<file path="src/rtl/reshape_stream_router.sv">
`timescale 1ns/1ps
// Reshape stream router: steers one input stream to a one-hot selected engine and
// returns that engine's output through a 2-entry registered skid buffer.
module reshape_stream_router #(
   parameter int DATA_WIDTH = 128,
   parameter int NUM_ENG    = 4,
   parameter int CNT_WIDTH  = 24
) (
   input  logic                          clk,
   input  logic                          rst_n,
   input  logic                          cfg_valid,
   input  logic [NUM_ENG-1:0]            cfg_mode,
   input  logic [CNT_WIDTH-1:0]          cfg_in_beats,
   input  logic [CNT_WIDTH-1:0]          cfg_out_beats,
   output logic                          cfg_ready,
   input  logic [DATA_WIDTH-1:0]         s_data,
   input  logic                          s_valid,
   output logic                          s_ready,
   output logic [NUM_ENG*DATA_WIDTH-1:0] eng_s_data,
   output logic [NUM_ENG-1:0]            eng_s_valid,
   input  logic [NUM_ENG-1:0]            eng_s_ready,
   input  logic [NUM_ENG*DATA_WIDTH-1:0] eng_m_data,
   input  logic [NUM_ENG-1:0]            eng_m_valid,
   output logic [NUM_ENG-1:0]            eng_m_ready,
   output logic [DATA_WIDTH-1:0]         m_data,
   output logic                          m_valid,
   input  logic                          m_ready,
   output logic                          m_last,
   output logic                          busy,
   output logic                          done,
   output logic                          cfg_err
);

   typedef enum logic [1:0] {
      ST_IDLE  = 2'd0,
      ST_RUN   = 2'd1,
      ST_FLUSH = 2'd2,
      ST_DONE  = 2'd3
   } state_t;

   localparam logic [CNT_WIDTH-1:0] CNT_ONE  = {{(CNT_WIDTH-1){1'b0}}, 1'b1};
   localparam logic [CNT_WIDTH-1:0] CNT_ZERO = {CNT_WIDTH{1'b0}};
   localparam logic [NUM_ENG-1:0]   ENG_ZERO = {NUM_ENG{1'b0}};

   state_t                 state_r;
   logic [NUM_ENG-1:0]     sel_r;
   logic [CNT_WIDTH-1:0]   in_beats_r;
   logic [CNT_WIDTH-1:0]   out_beats_r;
   logic [CNT_WIDTH-1:0]   in_cnt_r;
   logic [CNT_WIDTH-1:0]   out_cnt_r;
   logic                   cfg_err_r;

   logic [DATA_WIDTH-1:0]  skid_data_r [2];
   logic [1:0]             skid_last_r;
   logic                   skid_wr_r;
   logic                   skid_rd_r;
   logic [1:0]             skid_cnt_r;

   logic                   in_open_s;
   logic                   out_open_s;
   logic                   skid_space_s;
   logic                   s_hs_s;
   logic                   push_s;
   logic                   pop_s;
   logic                   last_beat_s;
   logic [DATA_WIDTH-1:0]  eng_sel_data_s;

   function automatic logic is_onehot(input logic [NUM_ENG-1:0] mode);
      logic [NUM_ENG-1:0] mode_dec;
      mode_dec = mode - {{(NUM_ENG-1){1'b0}}, 1'b1};
      return (mode != ENG_ZERO) && ((mode & mode_dec) == ENG_ZERO);
   endfunction

   assign in_open_s  = ((state_r == ST_RUN) || (state_r == ST_FLUSH)) && (in_cnt_r < in_beats_r);
   assign out_open_s = (state_r == ST_RUN) && (out_cnt_r < out_beats_r);

   // A full skid can still take a beat in the same cycle its head is popped.
   assign skid_space_s = (skid_cnt_r != 2'd2) || m_ready;

   assign eng_s_data  = {NUM_ENG{s_data}};
   assign eng_s_valid = sel_r & {NUM_ENG{s_valid & in_open_s}};
   assign s_ready     = in_open_s && ((eng_s_ready & sel_r) != ENG_ZERO);
   assign s_hs_s      = s_valid && s_ready;

   assign eng_m_ready = sel_r & {NUM_ENG{out_open_s & skid_space_s}};
   assign push_s      = ((eng_m_valid & eng_m_ready) != ENG_ZERO);
   assign pop_s       = m_valid && m_ready;
   assign last_beat_s = ((out_cnt_r + CNT_ONE) == out_beats_r);

   // One-hot mux of the selected engine's output slice.
   always_comb begin
      eng_sel_data_s = {DATA_WIDTH{1'b0}};
      for (int k = 0; k < NUM_ENG; k++) begin
         if (sel_r[k]) begin
            eng_sel_data_s = eng_sel_data_s | eng_m_data[k*DATA_WIDTH +: DATA_WIDTH];
         end else begin
            eng_sel_data_s = eng_sel_data_s;
         end
      end
   end

   assign m_valid   = (skid_cnt_r != 2'd0);
   assign m_data    = skid_data_r[skid_rd_r];
   assign m_last    = skid_last_r[skid_rd_r] & m_valid;
   assign cfg_ready = (state_r == ST_IDLE);
   assign busy      = (state_r != ST_IDLE);
   assign done      = (state_r == ST_DONE);
   assign cfg_err   = cfg_err_r;

   // Layer sequencing FSM with configuration latch and saturating beat counters.
   always_ff @(posedge clk or negedge rst_n) begin
      if (!rst_n) begin
         state_r     <= ST_IDLE;
         sel_r       <= ENG_ZERO;
         in_beats_r  <= CNT_ZERO;
         out_beats_r <= CNT_ZERO;
         in_cnt_r    <= CNT_ZERO;
         out_cnt_r   <= CNT_ZERO;
         cfg_err_r   <= 1'b0;
      end else begin
         cfg_err_r <= 1'b0;
         case (state_r)
            ST_IDLE: begin
               if (cfg_valid) begin
                  if (is_onehot(cfg_mode) && (cfg_out_beats != CNT_ZERO)) begin
                     sel_r       <= cfg_mode;
                     in_beats_r  <= cfg_in_beats;
                     out_beats_r <= cfg_out_beats;
                     in_cnt_r    <= CNT_ZERO;
                     out_cnt_r   <= CNT_ZERO;
                     state_r     <= ST_RUN;
                  end else begin
                     cfg_err_r <= 1'b1;
                  end
               end
            end
            ST_RUN: begin
               if (s_hs_s) begin
                  in_cnt_r <= in_cnt_r + CNT_ONE;
               end
               if (push_s) begin
                  out_cnt_r <= out_cnt_r + CNT_ONE;
               end
               if (out_cnt_r == out_beats_r) begin
                  state_r <= ST_FLUSH;
               end
            end
            ST_FLUSH: begin
               if (s_hs_s) begin
                  in_cnt_r <= in_cnt_r + CNT_ONE;
               end
               if ((skid_cnt_r == 2'd0) && (in_cnt_r == in_beats_r)) begin
                  state_r <= ST_DONE;
               end
            end
            ST_DONE: begin
               state_r <= ST_IDLE;
            end
            default: begin
               state_r <= ST_IDLE;
            end
         endcase
      end
   end

   // Two-entry skid FIFO between the engine mux and the downstream port.
   always_ff @(posedge clk or negedge rst_n) begin
      if (!rst_n) begin
         skid_data_r[0] <= {DATA_WIDTH{1'b0}};
         skid_data_r[1] <= {DATA_WIDTH{1'b0}};
         skid_last_r    <= 2'b00;
         skid_wr_r      <= 1'b0;
         skid_rd_r      <= 1'b0;
         skid_cnt_r     <= 2'd0;
      end else begin
         if (push_s) begin
            skid_data_r[skid_wr_r] <= eng_sel_data_s;
            skid_last_r[skid_wr_r] <= last_beat_s;
            skid_wr_r              <= ~skid_wr_r;
         end
         if (pop_s) begin
            skid_rd_r <= ~skid_rd_r;
         end
         case ({push_s, pop_s})
            2'b10:   skid_cnt_r <= skid_cnt_r + 2'd1;
            2'b01:   skid_cnt_r <= skid_cnt_r - 2'd1;
            default: skid_cnt_r <= skid_cnt_r;
         endcase
      end
   end

endmodule
</file>
<file path="config.mk">
export PLATFORM = sky130hd
export DESIGN_NAME = reshape_stream_router
export DESIGN_NICKNAME = d
export VERILOG_FILES = /design/src/rtl/reshape_stream_router.sv
export SDC_FILE = /design/constraint.sdc
export NUM_CORES = 1
export LEC_CHECK = 0
export BUFFER_PORTS_ARGS = -buffer_cell sky130_fd_sc_hd__buf_2
export CORE_AREA = 2 2 530 532
export DETAILED_ROUTE_END_ITERATION = 8
export DIE_AREA = 0 0 532 534
export MAX_ROUTING_LAYER = met4
export SLEW_MARGIN = 20
export SYNTH_ARGS = -nofsm -noshare
export SYNTH_HDL_FRONTEND = slang
export SYNTH_SLANG_ARGS = --single-unit
</file>
<file path="constraint.sdc">
create_clock -name clk -period 10.1 [get_ports clk]
set_clock_uncertainty 0.2 [all_clocks]
set_input_delay 2.02 -clock clk [delete_from_list [all_inputs] [get_ports clk]]
set_output_delay 2.02 -clock clk [all_outputs]
set_load 0.02 [all_outputs]
</file>
# ---- After elaboration in Yosys (flattened, before gate mapping)
# Cells that the tools add are included.
dict set report classes {
  addsub 5
  magnitude_cmp 8
  multipliers 0
  eq_ne 15
  div_mod_pow 0
  n_shift 0
  n_reduce_logical 29
  mux 30
  n_bitwise 15
}
# op n
set ops {}
lappend ops {{$mux W128} 8}
lappend ops {{$or A128 B128 Y128} 3}
lappend ops {{$bwmux W256} 1}
lappend ops {{$demux W128 S1} 1}
lappend ops {{$mux W24} 4}
lappend ops {{$pmux W24 S2} 2}
lappend ops {{$eq A24 B24 Y1} 3}
lappend ops {{$add A24 B1 Y24 const B} 2}
lappend ops {{$lt A24 B24 Y1} 2}
lappend ops {{$reduce_bool A24 Y1} 1}
lappend ops {{$and A4 B4 Y4} 5}
lappend ops {{$reduce_and A4 Y1} 3}
lappend ops {{$reduce_bool A4 Y1} 3}
lappend ops {{$logic_and A1 B1 Y1} 10}
lappend ops {{$reduce_bool A2 Y1} 5}
lappend ops {{$mux W2} 4}
lappend ops {{$ne A2 B1 Y1 const B} 4}
lappend ops {{$pmux W2 S4} 1}
lappend ops {{$eq A2 B2 Y1 const B} 3}
lappend ops {{$mux W1} 6}
lappend ops {{$ne A2 B2 Y1 const B} 3}
lappend ops {{$eq A2 B1 Y1 const B} 2}
lappend ops {{$ge A2 B2 Y1 const B} 2}
lappend ops {{$logic_not A2 Y1} 2}
lappend ops {{16 further kinds} 22}
dict set report totals {
  ram_bits 0
  mem_count 0
  word_cells 115
  romBits 0
  reg_bits 365
  latchBits 0
  inputBits 705
}

# ---- Longest topological paths before layout
# Gate-level depths: netlist (run 1).
dict set report logic_depth {
  word_depth 8
  mapped_depth 14
}

# ---- Least setup slack after synthesis (run 1)
# OpenSTA, ideal clock, no wires.
dict set report synth_path {
  kind {in2out}
  startpoint {in m_ready}
  endpoint {out eng_m_ready[0]}
  n_path_buf 0
  arrival_time_ns 3.213
  slack_ns 4.667
  cell_stages 4
  cell_sequence {nor2_1 > a211oi_1 > o221ai_1 > nor4_1}
}
dict set report synth_via {
  elab_chain_len 3
}
# element line
set synth_lines {}
lappend synth_lines {{start, declared} 27} ;# input logic m_ready,
lappend synth_lines {{$logic_or A1 B1 Y1} 78} ;# assign skid_space_s = (skid_cnt_r != 2'd2) || m_ready;
lappend synth_lines {{$and A1 B1 Y1} 85} ;# assign eng_m_ready = sel_r & {NUM_ENG{out_open_s & skid_space_s}};
lappend synth_lines {{$and A4 B4 Y4} 85}
lappend synth_lines {{end, declared} 24} ;# output logic [NUM_ENG-1:0] eng_m_ready,
# No other way between the ends.

# ---- Final worst setup path (run 1)
dict set report layout_path {
  startpoint {reg state_r[1]}
  endpoint {out eng_m_ready[1]}
}
dict set report layout_via {
  elab_chain_len 4
}
# element line
set layout_lines {}
lappend layout_lines {{start, declared} 45} ;# state_t state_r;
lappend layout_lines {{start signal, assigned} 113} ;# state_r <= ST_IDLE;
lappend layout_lines {{start signal, assigned} 131} ;# state_r <= ST_RUN;
lappend layout_lines {{start signal, assigned} 145} ;# state_r <= ST_FLUSH;
lappend layout_lines {{$eq A2 B1 Y1} 75} ;# assign out_open_s = (state_r == ST_RUN) && (out_cnt_r < out_beats_r);
lappend layout_lines {{$logic_and A1 B1 Y1} 75}
lappend layout_lines {{$and A1 B1 Y1} 85}
lappend layout_lines {{$and A4 B4 Y4} 85}
# No other way between the ends.

==> flow_summary_export.csv, run 1 <==
group,metric,value,unit
status,status,"finished clean",
cts,clkLatencyLatePin,700,ps
sta,maxSlewViolCount,0,
hold_path,worstHoldStart,"skid_data_r[175]",
finish,fillers,32123,
logic_synthesis,synthDistinctLibCells,71,
logic_synthesis,synth_most_common_cell,"buf_4",
cts,cts-htree-levels,2,
detailed_routing,drcViolationCount,0,
sta,rsz0062_at_grt,"false",
setup_path,cp.required,7880,ps
grt,antenna_found_initial,182,
cts,cts_buffers,51,
logic_synthesis,synth_top_cell_by_area,"dfrtp_1",
detailed_routing,via_per_inst,3.13,
logic_synthesis,ys.flop_type,"dfrtp_1",
cts,clockRootBuffer,"clkbuf_16",
logic_synthesis,synth.avg_cell_area,9.56,um2
pwr,internal_power,4.98,mW
logic_synthesis,async_flop_share,100,%
finish,final_nets,3446,
setup_path,crit_path_max_fanout,25,
pwr,report.power.total,10.1,mW
pwr,power.switching,5.09,mW
hold_path,hold_class,"flip-flop to flip-flop",
floorplan,die_h,534,um
detailed_routing,firstDrtPassIters,6,
sta,setup_viol,0,
logic_synthesis,synthXorXnorAreaFrac,2.04,%
setup_path,startpoint,"state_r[1]",
floorplan,dieArea,284000,um2
floorplan,start_util,8.79,%
logic_synthesis,netlist_instances,2560,
cts,cts_hold_buf,0,
sta,layout_min_cycle_time,6310,ps
logic_synthesis,synth.top_cells.by_count,"520 x buf_4, 365 x dfrtp_1, 216 x mux2_2",
placement,placement.io_buffers,719,
pwr,p_clk_share,19.7,%
logic_synthesis,synth_edf_count,0,
pwr,swShare,50.6,%
detailed_routing,wl_per_cell,28.3,um
cts,post_cts_buffers,0,
logic_synthesis,synth_top_family_by_area,"buffers and inverters",
flow_run,max-cap-violations,0,
cts,cts.repair.resized,0,
placement,placedCellCount,6357,
floorplan,rows,194,
finish,drive_gt1_share,39.3,%
logic_synthesis,synth_nets,3320,
sta,worstMarginPinSlew,1020,ps
cts,path_clk_slew,70,ps
grt,grt_first_pass_wirelength,229,mm
detailed_routing,num_vias,20497,
cts,cts_tree,"yes",
setup_path,arrival,4090,ps
logic_synthesis,netlist.area_leader.share,37.3,%
cts,clockBufferDepth,3,
logic_synthesis,yosys-mux-area-fraction,13.2,%
logic_synthesis,ys_warn_count,0,
setup_path,worstReg2RegStart,"state_r[1]",
pwr,comb_power_share,53.8,%
grt,grt_pass1_vias,19570,
setup_path,worstSetupPathType,"flip-flop to output pin",
placement,globalplace.congestion,0.876,
logic_synthesis,yosys.area_share.simple,8.23,%
floorplan,io_pins,1360,
sta,setup_tns,0,ps
sta,max_slew_margin,32.0,%
logic_synthesis,syn_area,24500,um2
finish,area_delta_synth_final,24.9,%
pwr,p_per_area,329,nW/um2
floorplan,die_w,532,um
logic_synthesis,ys_ff_latch,365,
sta,fmax,0.159,GHz
sta,hold_viol_final,0,
detailed_routing,drt_iter0_drc,1536,
setup_path,cp-start-kind,"flip-flop",
pwr,p_leak,12.7,nW
setup_path,cp_slowest_stage_delay,790,ps
grt,grt_use_total,12.9,%
grt,grt_overflow,0,
pwr,p_seq_share,26.5,%
floorplan,core_area,278000,um2
logic_synthesis,yosysSeqAreaShare,37.3,%
setup_path,worst-path-buf-inv,3,
grt,grt_start_max_net_pins,125,
logic_synthesis,synth_compound_area_share,15.6,%
placement,dp_hpwl,162,mm
detailed_routing,wl,186,mm
setup_path,end_kind,"output pin",
cts,cts_sinks,365,
setup_path,cp_cell_sequence,"inv_1 > ha_1 > clkinv_1 > a211oi_1 > o221ai_1 > nor4_1 > buf_2",
setup_path,cpLargestDelayFamily,"buffers and inverters",
finish,stdcell_count,6559,
logic_synthesis,ys_top_cells_by_area,"dfrtp_1 37%, buf_4 16%, mux2_2 9.9%",
setup_path,slowest_stage,"ha_1",
pwr,peakVddDrop,0.000172,V
sta,fin_crit_sh,62.4,%
detailed_routing,ant_nets,0,
logic_synthesis,synth-adder-area-share,2.81,%
-- metrics by stage --
step           instance area (um2)  setup WS (ps)  utilization, %  hold WS (ps)
2_1_floorplan                24500           4670               -           254
6_report                     30600           3790            11.0           297
4_1_cts                      30300           3800            10.9           293
3_5_place_dp                 28500           3800            10.2           273
3_3_place_gp                 28500           3850            10.2           273
5_1_grt                      30500           3600            11.0           309
-- worst paths after layout --
| check | cells past startpoint | endpoint | slack [ps] |
|---|---|---|---|
| worst min-delay path | 1 | skid_data_r[175] | 300 |
| worst max-delay path | 7 | eng_m_ready[1] | 3790 |
| min in group asynchronous | 1 | in_beats_r[3] | 1110 |
| max in group asynchronous | 2 | skid_data_r[83] | 7060 |
| worst max register to register | 11 | skid_data_r[230] | 3990 |
| worst min register to register | 1 | skid_data_r[175] | 300 |
-- flip-flops by register name (all words and copies together) (netlist names) --
| register | flops |
|---|---|
| cfg_err | 1 |
| in_beats_r | 24 |
| in_cnt_r | 24 |
| out_beats_r | 24 |
| out_cnt_r | 24 |
| sel_r | 4 |
| skid_cnt_r | 2 |
| skid_data_r | 256 |
| skid_last_r | 2 |
| skid_rd_r | 1 |
| skid_wr_r | 1 |
| state_r | 2 |
-- layout by cell type (no fill, tap or decap), types with 7 or more instances in the layout --
cell type,n
nor4_1,18
o211ai_1,7
nor3_1,20
inv_1,137
nand4_1,23
a21oi_1,92
nand2_1,170
clkbuf_16,51
diode_2,109
o31ai_1,21
xor2_1,14
nor2_1,119
clkbuf_8,16
mux2_2,216
xnor2_1,43
a21o_1,12
buf_2,718
a221oi_1,77
dfrtp_1,360
buf_4,23
ha_1,55
mux2i_1,77
nand3_1,23
nor2b_1,7
and3_1,15
a22o_1,83
a22oi_1,113
o21ai_0,88
-- kinds of logic after synthesis --
family / count (synthesis)
mux: 296
fa+ha+maj: 55
simple gates: 436
flops: 365
xor+xnor: 57
compound gates: 539
buf+inv: 812
-- power by group through the flow --
stage / clock network, mW / logic (mW) / registers, mW
after floorplan: 0 / 3.38 / 2.37
final: 1.98 / 5.42 / 2.66
after CTS: 2.07 / 5.63 / 2.67
after global placement: 0 / 5.58 / 2.68
after detailed placement: 0 / 5.61 / 2.69
after global routing: 2.11 / 5.95 / 2.75
-- metal layers --
layer	part of all wire (%)	vias up	track usage [%]
met1	32	9667	11.7
met5	0	-	-
li1	-	8884	-
met2	46	1485	20.6
met4	6.0	0	6.18
met3	16	461	8.94
-- cell type report --
type                            instances  area (um2)  area share, %
Multi-Input combinational cell       1383       10300           33.6
Sequential cell                       365        9150           29.9
Tap cell                             3724        4660           15.2
Timing Repair Buffer                  746        3860           12.6
Clock buffer                           72        1520           4.96
Inverter                              139         522           1.71
Clock inverter                         21         300          0.982
Antenna cell                          109         273          0.892
(Power assumes the default switching activity.)
==> run 2: changes to the inputs <==
--- a/config.mk
+++ b/config.mk
@@ -6,9 +6,9 @@
 export NUM_CORES = 1
 export LEC_CHECK = 0
 export BUFFER_PORTS_ARGS = -buffer_cell sky130_fd_sc_hd__buf_2
-export CORE_AREA = 2 2 530 532
+export CORE_AREA = 2 2 531 533
 export DETAILED_ROUTE_END_ITERATION = 8
-export DIE_AREA = 0 0 532 534
+export DIE_AREA = 0 0 533 535
 export MAX_ROUTING_LAYER = met4
 export SLEW_MARGIN = 20
 export SYNTH_ARGS = -nofsm -noshare
==> constraint.sdc (replaced) <==
create_clock -name clk -period 6.04 [get_ports clk]
set_clock_uncertainty 0.2 [all_clocks]
set_input_delay 1.208 -clock clk [delete_from_list [all_inputs] [get_ports clk]]
set_output_delay 1.208 -clock clk [all_outputs]
set_load 0.02 [all_outputs]
==> flow_summary_export.csv, run 2 (synthesis results as in run 1) <==
group,metric,value,unit
cts,post_cts_buffers,0,
floorplan,rows,194,
floorplan,start_util,8.78,%
setup_path,cp_cell_sequence,"inv_1 > ha_1 > buf_4 > clkinv_1 > a211oi_1 > o221ai_1 > or3_1 > nor2_2 > inv_2 > nor2_4 > buf_12 > mux2_2",
cts,clockBufferDepth,3,
finish,regMostFlops,"skid_data_r",
setup_path,endpoint,"skid_data_r[160]",
pwr,p_leak,12.7,nW
sta,hold_viol_final,0,
grt,grt_overflow,0,
sta,layout_min_cycle_time,5030,ps
finish,fillers,32160,
detailed_routing,wl_per_cell,29.2,um
finish,largest_reg_flops,256,
pwr,p_seq_share,25.9,%
status,status,"finished clean",
setup_path,end_kind,"flip-flop",
setup_path,startpoint,"state_r[1]",
sta,maxSlewViolCount,0,
pwr,p_per_area,548,nW/um2
floorplan,dieArea,285000,um2
sta,setup_viol,0,
detailed_routing,drcViolationCount,0,
sta,max_slew_margin,26.7,%
floorplan,die_w,533,um
cts,cts_sinks,365,
finish,final_nets,3457,
cts,cts-htree-levels,2,
placement,globalplace.congestion,0.840,
floorplan,core_area,279000,um2
cts,cts_buffers,50,
setup_path,cp.required,6390,ps
grt,grt_start_max_net_pins,96,
floorplan,die_h,535,um
detailed_routing,num_vias,20457,
pwr,power.switching,8.52,mW
hold_path,hold_class,"flip-flop to flip-flop",
cts,cts_hold_buf,0,
floorplan,io_pins,1360,
pwr,comb_power_share,55.5,%
setup_path,worstReg2RegEnd,"skid_data_r[160]",
cts,clockRootBuffer,"clkbuf_16",
setup_path,arrival,5380,ps
finish,drive_gt1_share,39.3,%
setup_path,cp_slowest_stage_delay,720,ps
cts,clkLatencyLatePin,660,ps
sta,rsz0062_at_grt,"false",
placement,dp_hpwl,168,mm
grt,grt_use_total,13.2,%
setup_path,worstSetupPathType,"flip-flop to flip-flop",
finish,final_common_cell,"buf_2",
pwr,internal_power,8.26,mW
setup_path,cp-start-kind,"flip-flop",
setup_path,worstReg2RegStart,"state_r[1]",
grt,grt_pass1_vias,19312,
pwr,report.power.total,16.8,mW
sta,fin_crit_sh,83.2,%
setup_path,ff2ff_path_depth,12,
finish,mostFrequentLayoutCells,"718 x buf_2, 360 x dfrtp_1, 216 x mux2_2",
pwr,peakVddDrop,0.000321,V
detailed_routing,ant_nets,0,
flow_run,max-cap-violations,0,
setup_path,slowest_stage,"or3_1",
detailed_routing,via_per_inst,3.11,
setup_path,r2r_setup_slack,1010,ps
sta,fmax,0.199,GHz
cts,cts_tree,"yes",
finish,area_delta_synth_final,25.0,%
grt,antenna_found_initial,198,
sta,worstMarginPinSlew,1100,ps
pwr,swShare,50.8,%
cts,cts.repair.resized,0,
sta,setup_tns,0,ps
detailed_routing,wl,192,mm
grt,grt_first_pass_wirelength,234,mm
detailed_routing,firstDrtPassIters,7,
detailed_routing,drt_iter0_drc,1368,
placement,placement.io_buffers,719,
pwr,p_clk_share,18.7,%
setup_path,crit_path_max_fanout,56,
cts,path_clk_slew,60,ps
[run 2: area by class of cell]
type | count | area (um2) | share of cell area [%]
Clock buffer | 66 | 1360 | 4.45
Multi-Input combinational cell | 1383 | 10300 | 33.6
Tap cell | 3724 | 4660 | 15.2
Timing Repair Buffer | 758 | 4060 | 13.3
Sequential cell | 365 | 9150 | 29.9
Clock inverter | 26 | 302 | 0.985
Antenna cell | 108 | 270 | 0.883
Inverter | 139 | 522 | 1.70
[run 2: metrics by stage]
stage | instances | util, % | setup slack (ps) | hold slack (ps) | cell area (um2)
after global placement | 6368 | 10.3 | 974 | 268 | 28700
after global routing | 6556 | 11.0 | 703 | 316 | 30600
after floorplan | 2560 | - | 1860 | 254 | 24500
after detailed placement | 6369 | 10.3 | 915 | 272 | 28700
after CTS | 6461 | 10.9 | 1090 | 292 | 30300
final | 6569 | 11.0 | 1010 | 290 | 30600
[run 2: critical path, delay by kind of cell (launching register included)]
| family | cells | cell delay, ps |
|---|---|---|
| AOI/OAI and AO/OA | 2 | 680 |
| and+or+nand+nor | 3 | 1630 |
| adders and majority gates | 1 | 140 |
| DFF | 1 | 400 |
| buffers and inverters | 5 | 1350 |
| muxes | 1 | 400 |
[run 2: worst min-delay path by stage]
stage / start / end / slack (ps) / cells after the start
2_1_floorplan: skid_data_r[175] / skid_data_r[175] / 250 / 1
3_3_place_gp: skid_data_r[182] / skid_data_r[182] / 270 / 1
3_5_place_dp: skid_data_r[182] / skid_data_r[182] / 270 / 1
4_1_cts: skid_data_r[182] / skid_data_r[182] / 290 / 1
5_1_grt: in_beats_r[17] / in_beats_r[17] / 320 / 1
6_report: skid_data_r[182] / skid_data_r[182] / 290 / 1
[run 2: power by group through the flow]
| stage | logic, mW | registers, mW | clock network [mW] |
|---|---|---|---|
| 2_1_floorplan | 5.65 | 3.96 | 0 |
| 3_3_place_gp | 9.57 | 4.37 | 0 |
| 3_5_place_dp | 9.64 | 4.40 | 0 |
| 4_1_cts | 9.68 | 4.36 | 3.27 |
| 5_1_grt | 10.2 | 4.49 | 3.35 |
| 6_report | 9.31 | 4.34 | 3.13 |
[run 2: routing by layer]
layer / up-vias / routed length [um] / track usage [%]
met3: 488 / 32100 / 9.39
li1: 8921 / - / -
met5: - / 0 / -
met1: 9583 / 62000 / 12.2
met2: 1465 / 88400 / 21.2
met4: 0 / 9130 / 5.00
==> run 3: changes to the inputs <==
--- a/config.mk
+++ b/config.mk
@@ -6,9 +6,9 @@
 export NUM_CORES = 1
 export LEC_CHECK = 0
 export BUFFER_PORTS_ARGS = -buffer_cell sky130_fd_sc_hd__buf_2
-export CORE_AREA = 2 2 531 533
+export CORE_AREA = 2 2 530 532
 export DETAILED_ROUTE_END_ITERATION = 8
-export DIE_AREA = 0 0 533 535
+export DIE_AREA = 0 0 532 534
 export MAX_ROUTING_LAYER = met4
 export SLEW_MARGIN = 20
 export SYNTH_ARGS = -nofsm -noshare
==> constraint.sdc (replaced) <==
create_clock -name clk -period 4.6 [get_ports clk]
set_clock_uncertainty 0.2 [all_clocks]
set_input_delay 0.92 -clock clk [delete_from_list [all_inputs] [get_ports clk]]
set_output_delay 0.92 -clock clk [all_outputs]
set_load 0.02 [all_outputs]
==> flow_summary_export.csv, run 3 (synthesis results as in run 1) <==
group,metric,value,unit
status,status,"finished clean",
finish,final_nets,3478,
finish,area_delta_synth_final,26.6,%
setup_path,end_kind,"output pin",
finish,mostFrequentLayoutCells,"718 x buf_2, 360 x dfrtp_1, 216 x mux2_2",
floorplan,die_w,532,um
floorplan,start_util,8.79,%
pwr,p_seq_share,25.9,%
grt,grt_start_max_net_pins,98,
setup_path,worstReg2RegEnd,"skid_data_r[246]",
grt,grt_overflow,0,
sta,hold_viol_final,0,
finish,regMostFlops,"skid_data_r",
floorplan,dieArea,284000,um2
setup_path,startpoint,"out_beats_r[9]",
sta,fmax,0.227,GHz
sta,fin_crit_sh,95.9,%
detailed_routing,wl_per_cell,28.2,um
hold_path,hold_class,"input port to asynchronous set/reset pin",
cts,clockRootBuffer,"clkbuf_16",
finish,final_util,11.1,%
setup_path,cp.required,3480,ps
cts,path_clk_slew,60,ps
grt,grt_first_pass_wirelength,229,mm
floorplan,rows,194,
sta,max_slew_margin,30.6,%
flow_run,max-cap-violations,0,
pwr,internal_power,11.0,mW
sta,maxSlewViolCount,0,
placement,placement.io_buffers,719,
floorplan,core_area,278000,um2
sta,setup_tns,0,ps
pwr,p_clk_share,18.5,%
finish,largest_reg_flops,256,
pwr,power.switching,11.3,mW
grt,antenna_found_initial,175,
sta,setup_viol,0,
setup_path,cp-start-kind,"flip-flop",
setup_path,crit_path_max_fanout,15,
pwr,p_leak,12.9,nW
sta,fin_ws,191,ps
cts,cts_hold_buf,0,
cts,clockBufferDepth,3,
pwr,p_per_area,719,nW/um2
setup_path,arrival,3290,ps
placement,dp_hpwl,164,mm
sta,rsz0062_at_grt,"false",
finish,final_common_cell,"buf_2",
sta,layout_min_cycle_time,4410,ps
pwr,swShare,50.7,%
grt,grt_use_total,12.9,%
detailed_routing,wl,186,mm
floorplan,die_h,534,um
detailed_routing,via_per_inst,3.12,
detailed_routing,firstDrtPassIters,6,
cts,clkLatencyLatePin,670,ps
grt,grt_pass1_vias,19595,
setup_path,endpoint,"eng_m_ready[1]",
pwr,comb_power_share,55.5,%
floorplan,io_pins,1360,
placement,pre_cts_ws,445,ps
setup_path,r2r_setup_slack,700,ps
sta,worstMarginPinSlew,1040,ps
placement,globalplace.congestion,0.850,
cts,cts_tree,"yes",
setup_path,worstSetupPathType,"flip-flop to output pin",
detailed_routing,num_vias,20536,
setup_path,ff2ff_path_depth,13,
finish,drive_gt1_share,40.0,%
cts,cts_buffers,48,
detailed_routing,drt_iter0_drc,1342,
detailed_routing,ant_nets,0,
cts,cts-htree-levels,2,
setup_path,worstReg2RegStart,"state_r[1]",
detailed_routing,drcViolationCount,0,
pwr,peakVddDrop,0.000314,V
cts,cts_sinks,365,
run 3: changes by cell type in the layout (fill, tap and decap cells not counted), moves of 5 or more:
| cell | delta |
|---|---|
| buf_12 | +9 |
| buf_4 | +14 |
| clkbuf_1 | -5 |
| clkbuf_8 | +5 |
| clkinv_2 | -6 |
| clkinv_4 | +5 |
| diode_2 | -6 |
run 3: layout make-up:
cell class,count,area [um2]
fillers,32112,247000
multi-input cells,1383,10300
flip-flops and latches,365,9150
well taps,3724,4660
repair buffers,781,4350
clock buffers,64,1360
inverters,139,522
clock inverters,25,354
diodes,102,255
run 3: what timing repair did:
item / CTS / global route
setup buffers: 0 / 0
cloned: 0 / 0
endpoints found under the setup margin: 4 / 4
gates resized for setup: 1 / 8
run 3: how the worst min path moves through the flow:
stage | startpoint | to | depth (start not counted)
global route | rst_n | state_r[1] | 1
finish | rst_n | state_r[1] | 1
global placement | skid_data_r[182] | skid_data_r[182] | 1
CTS | rst_n | state_r[1] | 1
detailed placement | skid_data_r[181] | skid_data_r[181] | 1
floorplan | skid_data_r[175] | skid_data_r[175] | 1
run 3: per-layer routing:
metal	routed length (um)	up-vias	track usage (%)	part of all wire, %
met3	30800	431	9.06	17
li1	-	8941	-	-
met1	58600	9644	11.7	32
met5	0	-	-	0
met2	86700	1520	20.4	47
met4	9490	0	6.33	5.1
run 3: power groups by stage:
stage                     clock, mW  combinational [mW]  sequential, mW
after global placement            0                12.6            5.79
after CTS                      4.31                12.8            5.78
after global routing           4.43                13.5            5.96
final                          4.13                12.4            5.78
after detailed placement          0                12.7            5.82
after floorplan                   0                7.41            5.20
run 3: critical path: stages, from the launching register on:
cell,delay [ps]
dfrtp_1,440
inv_1,90
ha_1,310
a21o_1,160
a21o_1,170
a21o_1,200
a211o_1,300
o221a_4,370
nor4_4,340
buf_2,240
run 3: per-stage QoR:
stage | hold WS (ps) | cells | area (um2) | power (mW)
2_1_floorplan | 254 | 2560 | 24500 | 12.6
3_3_place_gp | 274 | 6392 | 29000 | 18.4
3_5_place_dp | 279 | 6392 | 29000 | 18.5
4_1_cts | 19.2 | 6481 | 30700 | 22.8
5_1_grt | 64.2 | 6573 | 31000 | 23.9
6_report | 83.6 | 6583 | 31000 | 22.3
